## src/rtl/frame_bank_swap_ctrl_if.sv

```systemverilog
// Pixel-write / display-sync bundle between the assembly stage, the
// ping-pong frame-buffer controller and the frame memories.
interface frame_bank_swap_ctrl_if #(
  parameter int ADDR_W = 16,
  parameter int CNT_W  = 8
);
  logic              pix_we;
  logic [ADDR_W-1:0] pix_addr;
  logic              frame_done;
  logic              disp_vsync;
  logic              wr_en0;
  logic              wr_en1;
  logic [ADDR_W-1:0] wr_addr;
  logic              wr_bank;
  logic              rd_bank;
  logic              frame_ready;
  logic              rx_hold;
  logic              sync_err;
  logic [CNT_W-1:0]  overrun_cnt;

  modport master (
    output pix_we, pix_addr, frame_done, disp_vsync,
    input  wr_en0, wr_en1, wr_addr, wr_bank, rd_bank,
           frame_ready, rx_hold, sync_err, overrun_cnt
  );

  modport slave (
    input  pix_we, pix_addr, frame_done, disp_vsync,
    output wr_en0, wr_en1, wr_addr, wr_bank, rd_bank,
           frame_ready, rx_hold, sync_err, overrun_cnt
  );
endinterface

```

## src/rtl/frame_bank_swap_ctrl.sv

```systemverilog
// Ping-pong frame-buffer bank controller: sequenced pixel fill, vsync swap.
// Optional FILL watchdog enabled by defining FRAME_TIMEOUT_EN.
module frame_bank_swap_ctrl #(
  parameter int FRAME_PIXELS = 40800,
  parameter int ADDR_W       = 16,
  parameter int TIMEOUT_CYC  = 5_000_000,
  parameter int CNT_W        = 8
) (
  input logic                  clk,
  input logic                  reset,
  frame_bank_swap_ctrl_if.slave bus
);

  typedef enum logic [1:0] {
    IDLE  = 2'd0,
    FILL  = 2'd1,
    READY = 2'd2
  } state_t;

  localparam logic [ADDR_W-1:0] ZERO_C      = {ADDR_W{1'b0}};
  localparam logic [ADDR_W-1:0] ONE_C       = {{(ADDR_W-1){1'b0}}, 1'b1};
  localparam logic [ADDR_W-1:0] FRAME_END_C = ADDR_W'(FRAME_PIXELS);
  localparam logic [CNT_W-1:0]  CNT_MAX_C   = {CNT_W{1'b1}};
  localparam logic [CNT_W-1:0]  CNT_ONE_C   = {{(CNT_W-1){1'b0}}, 1'b1};

  state_t            state_r, state_s;
  logic [ADDR_W-1:0] exp_addr_r, exp_addr_s;
  logic              accept_s, err_s, swap_s, ovr_inc_s, wd_fire_s;
  logic              wr_en0_r, wr_en1_r, wr_bank_r, rd_bank_r;
  logic              frame_ready_r, sync_err_r;
  logic [ADDR_W-1:0] wr_addr_r;
  logic [CNT_W-1:0]  overrun_cnt_r;

`ifdef FRAME_TIMEOUT_EN
  localparam int             WD_W      = $clog2(TIMEOUT_CYC + 1);
  localparam logic [WD_W-1:0] WD_LAST_C = WD_W'(TIMEOUT_CYC - 1);
  localparam logic [WD_W-1:0] WD_ONE_C  = {{(WD_W-1){1'b0}}, 1'b1};

  logic [WD_W-1:0] wd_r, wd_s;

  // Watchdog: counts FILL cycles with no pixel and no frame end; any other cycle clears it.
  always_comb begin
    wd_s      = {WD_W{1'b0}};
    wd_fire_s = 1'b0;
    if ((state_r == FILL) && !bus.pix_we && !bus.frame_done) begin
      if (wd_r == WD_LAST_C) begin
        wd_fire_s = 1'b1;
      end else begin
        wd_s = wd_r + WD_ONE_C;
      end
    end else begin
      wd_s = {WD_W{1'b0}};
    end
  end

  // Watchdog counter register.
  always_ff @(posedge clk) begin
    if (!reset) begin
      wd_r <= {WD_W{1'b0}};
    end else begin
      wd_r <= wd_s;
    end
  end
`else
  assign wd_fire_s = 1'b0;
`endif

  // Next-state logic: the pixel is judged first, then frame_done sees the updated count.
  always_comb begin
    state_s    = state_r;
    exp_addr_s = exp_addr_r;
    accept_s   = 1'b0;
    err_s      = 1'b0;
    swap_s     = 1'b0;
    ovr_inc_s  = 1'b0;
    case (state_r)
      IDLE: begin
        if (bus.pix_we && (bus.pix_addr == ZERO_C)) begin
          accept_s   = 1'b1;
          exp_addr_s = ONE_C;
          state_s    = FILL;
        end else begin
          state_s = IDLE;
        end
      end
      FILL: begin
        if (bus.pix_we) begin
          if ((exp_addr_r != FRAME_END_C) && (bus.pix_addr == exp_addr_r)) begin
            accept_s   = 1'b1;
            exp_addr_s = exp_addr_r + ONE_C;
          end else begin
            err_s      = 1'b1;
            exp_addr_s = ZERO_C;
            state_s    = IDLE;
          end
        end else begin
          state_s = FILL;
        end
        if (bus.frame_done && (state_s == FILL)) begin
          if (exp_addr_s == FRAME_END_C) begin
            state_s = READY;
          end else begin
            err_s      = 1'b1;
            exp_addr_s = ZERO_C;
            state_s    = IDLE;
          end
        end else if (wd_fire_s) begin
          err_s      = 1'b1;
          exp_addr_s = ZERO_C;
          state_s    = IDLE;
        end else begin
          accept_s = accept_s;
        end
      end
      READY: begin
        ovr_inc_s = bus.pix_we;
        if (bus.disp_vsync) begin
          swap_s     = 1'b1;
          exp_addr_s = ZERO_C;
          state_s    = IDLE;
        end else begin
          state_s = READY;
        end
      end
      default: begin
        exp_addr_s = ZERO_C;
        state_s    = IDLE;
      end
    endcase
  end

  // State, bank selection and registered write-port outputs.
  always_ff @(posedge clk) begin
    if (!reset) begin
      state_r       <= IDLE;
      exp_addr_r    <= ZERO_C;
      wr_en0_r      <= 1'b0;
      wr_en1_r      <= 1'b0;
      wr_addr_r     <= ZERO_C;
      wr_bank_r     <= 1'b0;
      rd_bank_r     <= 1'b1;
      frame_ready_r <= 1'b0;
      sync_err_r    <= 1'b0;
      overrun_cnt_r <= {CNT_W{1'b0}};
    end else begin
      state_r       <= state_s;
      exp_addr_r    <= exp_addr_s;
      wr_en0_r      <= accept_s & ~wr_bank_r;
      wr_en1_r      <= accept_s & wr_bank_r;
      sync_err_r    <= err_s;
      frame_ready_r <= (state_s == READY);
      if (accept_s) begin
        wr_addr_r <= bus.pix_addr;
      end
      // The display always takes the bank just filled, so it is never the write target.
      if (swap_s) begin
        rd_bank_r <= wr_bank_r;
        wr_bank_r <= ~wr_bank_r;
      end
      if (ovr_inc_s && (overrun_cnt_r != CNT_MAX_C)) begin
        overrun_cnt_r <= overrun_cnt_r + CNT_ONE_C;
      end
    end
  end

  assign bus.wr_en0      = wr_en0_r;
  assign bus.wr_en1      = wr_en1_r;
  assign bus.wr_addr     = wr_addr_r;
  assign bus.wr_bank     = wr_bank_r;
  assign bus.rd_bank     = rd_bank_r;
  assign bus.frame_ready = frame_ready_r;
  assign bus.sync_err    = sync_err_r;
  assign bus.overrun_cnt = overrun_cnt_r;
  assign bus.rx_hold     = (state_r == READY);

endmodule

```

## src/flat_wrapper.sv

```systemverilog
// flat-port wrapper written by rule: the top's interface ports become plain ports
module frame_bank_swap_ctrl_flat 
#(
  parameter int FRAME_PIXELS = 40800,
  parameter int ADDR_W       = 16,
  parameter int TIMEOUT_CYC  = 5_000_000,
  parameter int CNT_W        = 8
)
  (clk, reset, bus_pix_we, bus_pix_addr, bus_frame_done, bus_disp_vsync, bus_wr_en0, bus_wr_en1, bus_wr_addr, bus_wr_bank, bus_rd_bank, bus_frame_ready, bus_rx_hold, bus_sync_err, bus_overrun_cnt);
  frame_bank_swap_ctrl_if #(.ADDR_W(ADDR_W), .CNT_W(CNT_W)) bus_i ();
  input logic clk;
  input logic reset;
  input wire logic [$bits(bus_i.pix_we)-1:0] bus_pix_we;
  input wire logic [$bits(bus_i.pix_addr)-1:0] bus_pix_addr;
  input wire logic [$bits(bus_i.frame_done)-1:0] bus_frame_done;
  input wire logic [$bits(bus_i.disp_vsync)-1:0] bus_disp_vsync;
  output wire logic [$bits(bus_i.wr_en0)-1:0] bus_wr_en0;
  output wire logic [$bits(bus_i.wr_en1)-1:0] bus_wr_en1;
  output wire logic [$bits(bus_i.wr_addr)-1:0] bus_wr_addr;
  output wire logic [$bits(bus_i.wr_bank)-1:0] bus_wr_bank;
  output wire logic [$bits(bus_i.rd_bank)-1:0] bus_rd_bank;
  output wire logic [$bits(bus_i.frame_ready)-1:0] bus_frame_ready;
  output wire logic [$bits(bus_i.rx_hold)-1:0] bus_rx_hold;
  output wire logic [$bits(bus_i.sync_err)-1:0] bus_sync_err;
  output wire logic [$bits(bus_i.overrun_cnt)-1:0] bus_overrun_cnt;
  assign bus_i.pix_we = bus_pix_we;
  assign bus_i.pix_addr = bus_pix_addr;
  assign bus_i.frame_done = bus_frame_done;
  assign bus_i.disp_vsync = bus_disp_vsync;
  assign bus_wr_en0 = bus_i.wr_en0;
  assign bus_wr_en1 = bus_i.wr_en1;
  assign bus_wr_addr = bus_i.wr_addr;
  assign bus_wr_bank = bus_i.wr_bank;
  assign bus_rd_bank = bus_i.rd_bank;
  assign bus_frame_ready = bus_i.frame_ready;
  assign bus_rx_hold = bus_i.rx_hold;
  assign bus_sync_err = bus_i.sync_err;
  assign bus_overrun_cnt = bus_i.overrun_cnt;
  frame_bank_swap_ctrl #(.FRAME_PIXELS(FRAME_PIXELS), .ADDR_W(ADDR_W), .TIMEOUT_CYC(TIMEOUT_CYC), .CNT_W(CNT_W)) u_core (.clk(clk), .reset(reset), .bus(bus_i));
endmodule
```

## config.mk

```make
export PLATFORM = sky130hd
export DESIGN_NAME = frame_bank_swap_ctrl_flat
export DESIGN_NICKNAME = d
export VERILOG_FILES = /design/src/rtl/frame_bank_swap_ctrl_if.sv /design/src/rtl/frame_bank_swap_ctrl.sv /design/src/flat_wrapper.sv
export SDC_FILE = /design/constraint.sdc
export NUM_CORES = 1
export LEC_CHECK = 0
export BUFFER_PORTS_ARGS = -buffer_cell sky130_fd_sc_hd__buf_2
export CORE_UTILIZATION = 50
export DETAILED_ROUTE_END_ITERATION = 10
export PLACE_DENSITY = 0.88
export SETUP_SLACK_MARGIN = 0.3
export SYNTH_ARGS = -nofsm -noshare
export SYNTH_HDL_FRONTEND = slang
export SYNTH_SLANG_ARGS = --single-unit
```

## constraint.sdc

```tcl
create_clock -name clk -period 2.54 [get_ports clk]
set_clock_uncertainty 0.15 [all_clocks]
set_input_delay 0.254 -clock clk [delete_from_list [all_inputs] [get_ports clk]]
set_output_delay 0.254 -clock clk [all_outputs]
set_load 0.005 [all_outputs]
```

After elaboration in Yosys (flattened, before gate mapping). Cells that the tools add are included.

Bits in registers: 48. Output and inout bits: 31. Logic and storage cells: 60. Input bits: 21.

Reduce and logical (&&, ||, !) cells: 8. Multiplexer cells: 27. Add/subtract/negate cells: 2. Bitwise logic cells: 3. Eq/ne operators: 10.

Operators by type and width (number): $mux 16 (7); $pmux 16 s3 (1); $add 16x1->16 const B (1); $eq 16x16->1 (1); $eq 16x16->1 const B (1); $logic_not 16->1 (1); $ne 16x16->1 const B (1); $mux 2 (6); $mux 1 (11); $add 8x1->8 const B (1); $ne 8x8->1 const B (1); $pmux 2 s3 (1); $eq 2x1->1 const B (2); $eq 2x2->1 const B (2); $logic_and 1x1->1 (4); $reduce_and 2->1 (2); $and 1x1->1 (2); $logic_not 2->1 (1); $ne 2x1->1 const B (1); $ne 2x2->1 const B (1); $pmux 1 s2 (1); $not 1->1 (1).

Longest topological paths before layout.
Word-level depth: 10. Gate-level depth with buffers: 11. Depth with buffers taken out: 9.

Worst setup path before layout. No wires, ideal clock.

Path kind: register to register. Start: reg u_core.exp_addr_r[1]. End: reg u_core.exp_addr_r[7]. Path buffers: 0. Stages on the path, launching flop included: 9. Setup time: 0.093 ns. Clock period less this slack: 2.434 ns. Arrival: 2.191 ns. Data required time: 2.297 ns. Path slack: 0.106 ns. Cells stage by stage: dfxtp_1 > ha_1 > nand4_1 > nor4_4 > and4b_1 > nor3_1 > o41ai_4 > nand2_2 > o311ai_2.

Word-level cells in the longest chain between the ends: 9. Elaborated cells on any way between the ends: 16. Those cells by class: 1 x add/sub; 4 x eq/ne; 9 x mux; 2 x reduce/logical.

Ends and longest elaborated chain: start: declaration (RTL line frame_bank_swap_ctrl.sv:27) `logic [ADDR_W-1:0] exp_addr_r, exp_addr_s;`; start signal: assignment (RTL line frame_bank_swap_ctrl.sv:147) `exp_addr_r <= exp_addr_s;`; parallel branches: the longest is 7 deep, another holds $add 16x1->16; $mux 16 * (RTL line frame_bank_swap_ctrl.sv:99) `if (bus.frame_done && (state_s == FILL)) begin`; $pmux 16 s3 * (RTL line frame_bank_swap_ctrl.sv:76) `case (state_r)`.

Every way passes the cells marked *. The select of a mux whose other input is x is not followed. A chain may end at the register's enable or synchronous reset.

Worst setup path after layout.
Start: reg u_core.exp_addr_r[9]. End: reg u_core.exp_addr_r[7].

The elaborated chain is that of the path after synthesis.

==> tab_implementation.tex <==
\begin{tabular}{lr}
\hline
Metric & Value \\
\hline
\multicolumn{2}{l}{\textbf{Status}} \\
\quad Result of the run & completed \\
\multicolumn{2}{l}{\textbf{Power and ir drop}} \\
\quad Register share of total power & 56.3\% \\
\quad Share of total power consumed by net switching & 26.1\% \\
\quad Leak & 1.39 nW \\
\quad Areal power density over the cells & 385 mW/mm\^{}2 \\
\quad Sw Pwr & 347 uW \\
\quad Largest vdd supply drop & 0.000333 V \\
\quad Logic pwr share & 6.8\% \\
\quad Clock group share of total power & 36.9\% \\
\quad Internal cell power & 983 uW \\
\multicolumn{2}{l}{\textbf{Logic synthesis}} \\
\quad Xor and xnor fraction of the mapped netlist area & 8.41\% \\
\quad Compound-Gate Fraction of Synth Area & 16.2\% \\
\quad Area share of fa/ha/maj cells after synthesis & 1.39\% \\
\quad Cells after synthesis & 336 \\
\quad Number of warnings printed during yosys synthesis & 0 \\
\quad Post-Syn Nets & 360 \\
\quad Area share of the largest cell type after synthesis & 35.5\% \\
\quad Multiplexer area fraction after synthesis & 1.11\% \\
\quad Number of synthesized flops with an enable pin & 0 \\
\quad Synthesis-stage register bit count & 48 \\
\quad Post-synthesis async set-or-reset flop share & 0\% \\
\quad Count of distinct cell types in the synthesized netlist & 54 \\
\quad Top area cells in the synthesized netlist & sky130\_fd\_sc\_hd\_\_dfxtp\_1, sky130\_fd\_sc\_hd\_\_nand2\_1, sky130\_fd\_sc\_hd\_\_xnor2\_1, sky130\_fd\_sc\_hd\_\_a21boi\_0, sky130\_fd\_sc\_hd\_\_nand4\_1 \\
\quad Portion of the post-synthesis area used by sequential elements & 35.5\% \\
\quad Basic-gate share of the synthesized area counting and, or, nand and nor cells & 32.4\% \\
\quad Library cell occupying the most area in the post-synthesis netlist & sky130\_fd\_sc\_hd\_\_dfxtp\_1 \\
\quad Mapped Avg Cell Area & 8.06 um\^{}2 \\
\quad Main synth FF type & sky130\_fd\_sc\_hd\_\_dfxtp\_1 \\
\quad Largest family of logic cells by synthesized area & simple AND/OR/NAND/NOR gates \\
\quad Post-Syn Area & 0.00271 mm\^{}2 \\
\multicolumn{2}{l}{\textbf{Layout}} \\
\quad \# diodes & 0 \\
\quad Post-layout nets & 426 \\
\quad Area growth syn-to-layout & 27.4\% \\
\quad Core occupancy in the finished layout & 66.7\% \\
\quad Fraction of final layout cells sized beyond drive strength 1 & 33.0\% \\
\multicolumn{2}{l}{\textbf{CTS}} \\
\quad Maximum level of the CTS H-tree & 2 \\
\quad Post-CTS clock slew at the launch and capture registers of the worst setup and hold paths & 100 ps \\
\quad Maximum count of clock buffers along a single path & 2 \\
\quad Clock tree from TritonCTS & built \\
\quad Clk\_lat worst skew & 320 ps \\
\quad CTS root buffer & sky130\_fd\_sc\_hd\_\_clkbuf\_8 \\
\quad Sinks on the clock net & 48 \\
\quad CTS buffer count & 5 \\
\multicolumn{2}{l}{\textbf{Detailed routing}} \\
\quad Total wire length after detailed routing & 8140 um \\
\quad Wirelength per Cell & 17.2 um \\
\quad Average via count per standard cell & 6.03 \\
\quad Via Count & 2850 \\
\quad Total iterations of the first detailed-routing run & 5 \\
\quad Antenna Nets Post-Route & 0 \\
\quad Post-route DRC & 0 \\
\quad Violation count after the first detailed-routing iteration & 304 \\
\multicolumn{2}{l}{\textbf{Worst setup path}} \\
\quad CP top delay family & simple AND/OR/NAND/NOR gates \\
\quad Maximum fanout count along the critical path & 7 \\
\quad Crit path buf inv count & 2 \\
\quad Startpoint type of the worst setup path & flop \\
\quad Setup CP Type & flop to flop \\
\quad Critical-path cell with the highest stage delay & sky130\_fd\_sc\_hd\_\_nor4\_4 \\
\quad Number of cells traversed by the worst register-to-register path & 9 \\
\quad Required @ worst endpoint & 2620 ps \\
\quad Worst-path cell chain & buf\_6, buf\_4, xnor2\_2, nand4\_1, nor4\_4, nand2\_1, a21oi\_4, nand2\_2, o311ai\_2 \\
\quad Worst setup EP type & flop \\
\quad Largest incremental delay on the critical path & 350 ps \\
\quad WP data arrival & 2410 ps \\
\quad Number of cells on the critical path & 9 \\
\multicolumn{2}{l}{\textbf{GRT}} \\
\quad Initial antenna violation count & 0 \\
\quad Combined global-route utilization of all metal layers & 28.2\% \\
\quad Leftover overflow at the end of global routing & 0 \\
\quad Global-route wire length before repair & 12100 um \\
\quad Vias in the first global route & 2561 \\
\quad Maximum number of pins on one net before global-route repair & 39 \\
\multicolumn{2}{l}{\textbf{Floorplan}} \\
\quad IO Pins & 52 \\
\quad Area of the core & 0.00517 mm\^{}2 \\
\quad Chip Width & 75.6 um \\
\quad Vertical extent of the die & 75.6 um \\
\quad Total number of placement rows & 26 \\
\quad Starting density of the core & 52.4\% \\
\quad Overall die area & 0.00572 mm\^{}2 \\
\multicolumn{2}{l}{\textbf{Min path}} \\
\quad Hold Crit Depth & 3 \\
\quad Class of the tightest hold or removal check & input port to flop \\
\multicolumn{2}{l}{\textbf{STA}} \\
\quad Worst-margin pin slew & 565 ps \\
\quad Clock period minus worst slack & 2340 ps \\
\quad Period utilisation layout & 92.0\% \\
\quad Worst hold slack & 54.4 ps \\
\quad Final Hold Viols & 0 \\
\quad Total Neg Setup Slack & 0 ps \\
\quad Max\_slew headroom & 62.3\% \\
\quad Worst setup slack after layout & 203 ps \\
\quad Finish-stage setup viols & 0 \\
\quad Unrepaired setup endpoints after global routing & yes \\
\quad Number of pins with negative max-slew slack in the final report & 0 \\
\quad Max Freq & 428 MHz \\
\multicolumn{2}{l}{\textbf{Flow run}} \\
\quad Number of max-cap violations & 0 \\
\multicolumn{2}{l}{\textbf{Placement}} \\
\quad Final weighted congestion in routability-driven placement & 1.01 \\
\quad Worst setup slack before clock tree synthesis & 96.2 ps \\
\quad IO buf count & 51 \\
\quad HPWL after DPL & 5280 um \\
\hline
\end{tabular}
==> kinds of logic (layout without fill, tap and decap cells) <==
kind of cell	after synthesis	after routing
DFF	48	48
buffers and inverters	30	96
and+or+nand+nor	169	169
xor gates and xnor gates	26	26
AOI/OAI and AO/OA	57	58
muxes	3	3
adders and majority gates	3	3
==> synth_stat cells (all sizes together) (2+ instances only) <==
cell type / number
o21a: 2
nor3: 6
xnor2: 22
a32oi: 5
xor2: 4
nor2b: 5
o2111ai: 2
or3: 2
nand4: 16
nand2: 70
and2: 8
o211ai: 3
a31oi: 3
o21ai: 10
clkbuf: 13
nor2: 21
nand4b: 2
nor4: 11
ha: 3
and4b: 2
mux2i: 3
buf: 11
a21boi: 19
inv: 6
nand3: 15
a21oi: 4
and3: 4
dfxtp: 48
==> placed cells by master, fill, tap and decap left out, types with 3 or more instances in the layout <==
master,n
sky130_fd_sc_hd__a21boi_0,18
sky130_fd_sc_hd__a32oi_1,5
sky130_fd_sc_hd__and2_1,7
sky130_fd_sc_hd__and3_1,4
sky130_fd_sc_hd__buf_2,51
sky130_fd_sc_hd__buf_4,27
sky130_fd_sc_hd__buf_6,4
sky130_fd_sc_hd__clkbuf_8,5
sky130_fd_sc_hd__dfxtp_1,35
sky130_fd_sc_hd__dfxtp_2,10
sky130_fd_sc_hd__dfxtp_4,3
sky130_fd_sc_hd__inv_1,6
sky130_fd_sc_hd__mux2i_1,3
sky130_fd_sc_hd__nand2_1,68
sky130_fd_sc_hd__nand3_1,13
sky130_fd_sc_hd__nand4_1,16
sky130_fd_sc_hd__nor2_1,20
sky130_fd_sc_hd__nor2b_1,4
sky130_fd_sc_hd__nor3_1,4
sky130_fd_sc_hd__nor4_1,7
sky130_fd_sc_hd__nor4_4,3
sky130_fd_sc_hd__o211ai_1,3
sky130_fd_sc_hd__o21ai_0,3
sky130_fd_sc_hd__o21ai_1,5
sky130_fd_sc_hd__xnor2_1,19
sky130_fd_sc_hd__xnor2_2,3
sky130_fd_sc_hd__xor2_1,4
==> power by group through the flow <==
stage	sequential (mW)	clock, mW	combinational [mW]
6_report	0.748	0.491	0.0901
5_1_grt	0.749	0.515	0.0941
4_1_cts	0.749	0.492	0.0812
3_5_place_dp	0.769	0	0.0788
3_3_place_gp	0.769	0	0.0787
2_1_floorplan	0.769	0	0.0413
==> cell type report <==
type	count	area (um^2)
multi-input combinational	259	1760
fill	383	1720
sequential	48	985
timing repair buffer	82	503
tap	70	87.6
clock buffer	5	68.8
clock inverter	3	22.5
inverter	6	22.5
==> final timing paths <==
kind,from,endpoint,slack (ps)
max,u_core.exp_addr_r[9]$_SDFFE_PN0P_,u_core.exp_addr_r[7]$_SDFFE_PN0P_,200
min,bus_pix_addr[5],u_core.bus.wr_addr[5]$_SDFFE_PN0P_,50
max reg2reg,u_core.exp_addr_r[9]$_SDFFE_PN0P_,u_core.exp_addr_r[7]$_SDFFE_PN0P_,200
min reg2reg,u_core.bus.wr_bank$_SDFFE_PN0P_,u_core.bus.wr_en0$_SDFF_PN0_,310
==> flip-flops by register name, indices dropped and copies added, names as in the netlist <==
signal / count
u_core.bus.wr_en0: 1
u_core.bus.rd_bank: 1
u_core.bus.wr_en1: 1
u_core.bus.wr_bank: 1
u_core.bus.wr_addr: 16
u_core.bus.sync_err: 1
u_core.bus.frame_ready: 1
u_core.exp_addr_r: 16
u_core.state_r: 2
u_core.bus.overrun_cnt: 8
==> per-layer routing <==
layer / up-vias / GRT usage [%] / wire, um / share of wire [%]
met4: 0 / 15.6 / 329 / 4.0
met1: 1337 / 36.1 / 3270 / 40
li1: 1316 / - / - / -
met5: - / 0 / 0 / 0
met3: 30 / 4.23 / 591 / 7.3
met2: 167 / 45.7 / 3940 / 48
==> what timing repair did <==
| action | in CTS | in global routing |
|---|---|---|
| pin swaps | 7 | 9 |
| endpoints found under the setup margin | 35 | 37 |
| setup buffers | 9 | 2 |
| hold buffers | 0 | 0 |
| gates resized for setup | 20 | 24 |
| cloned | 0 | 1 |
==> tightest hold or removal path: cells and delay by family <==
family                 cells  cell delay, ps
AND/OR/NAND/NOR            1              50
AO/OA/AOI/OAI              1              50
buffers and inverters      1             120
==> per-stage QoR <==
stage / total power, mW / cell area, um^2 / cells
after detailed placement: 0.848 / 3110 / 453
after CTS: 1.32 / 3330 / 470
after global routing: 1.36 / 3450 / 473
after floorplan: 0.811 / 2740 / 336
final: 1.33 / 3450 / 473
after global placement: 0.848 / 3110 / 453
No activity file was read; power rests on OpenSTA's default activity.
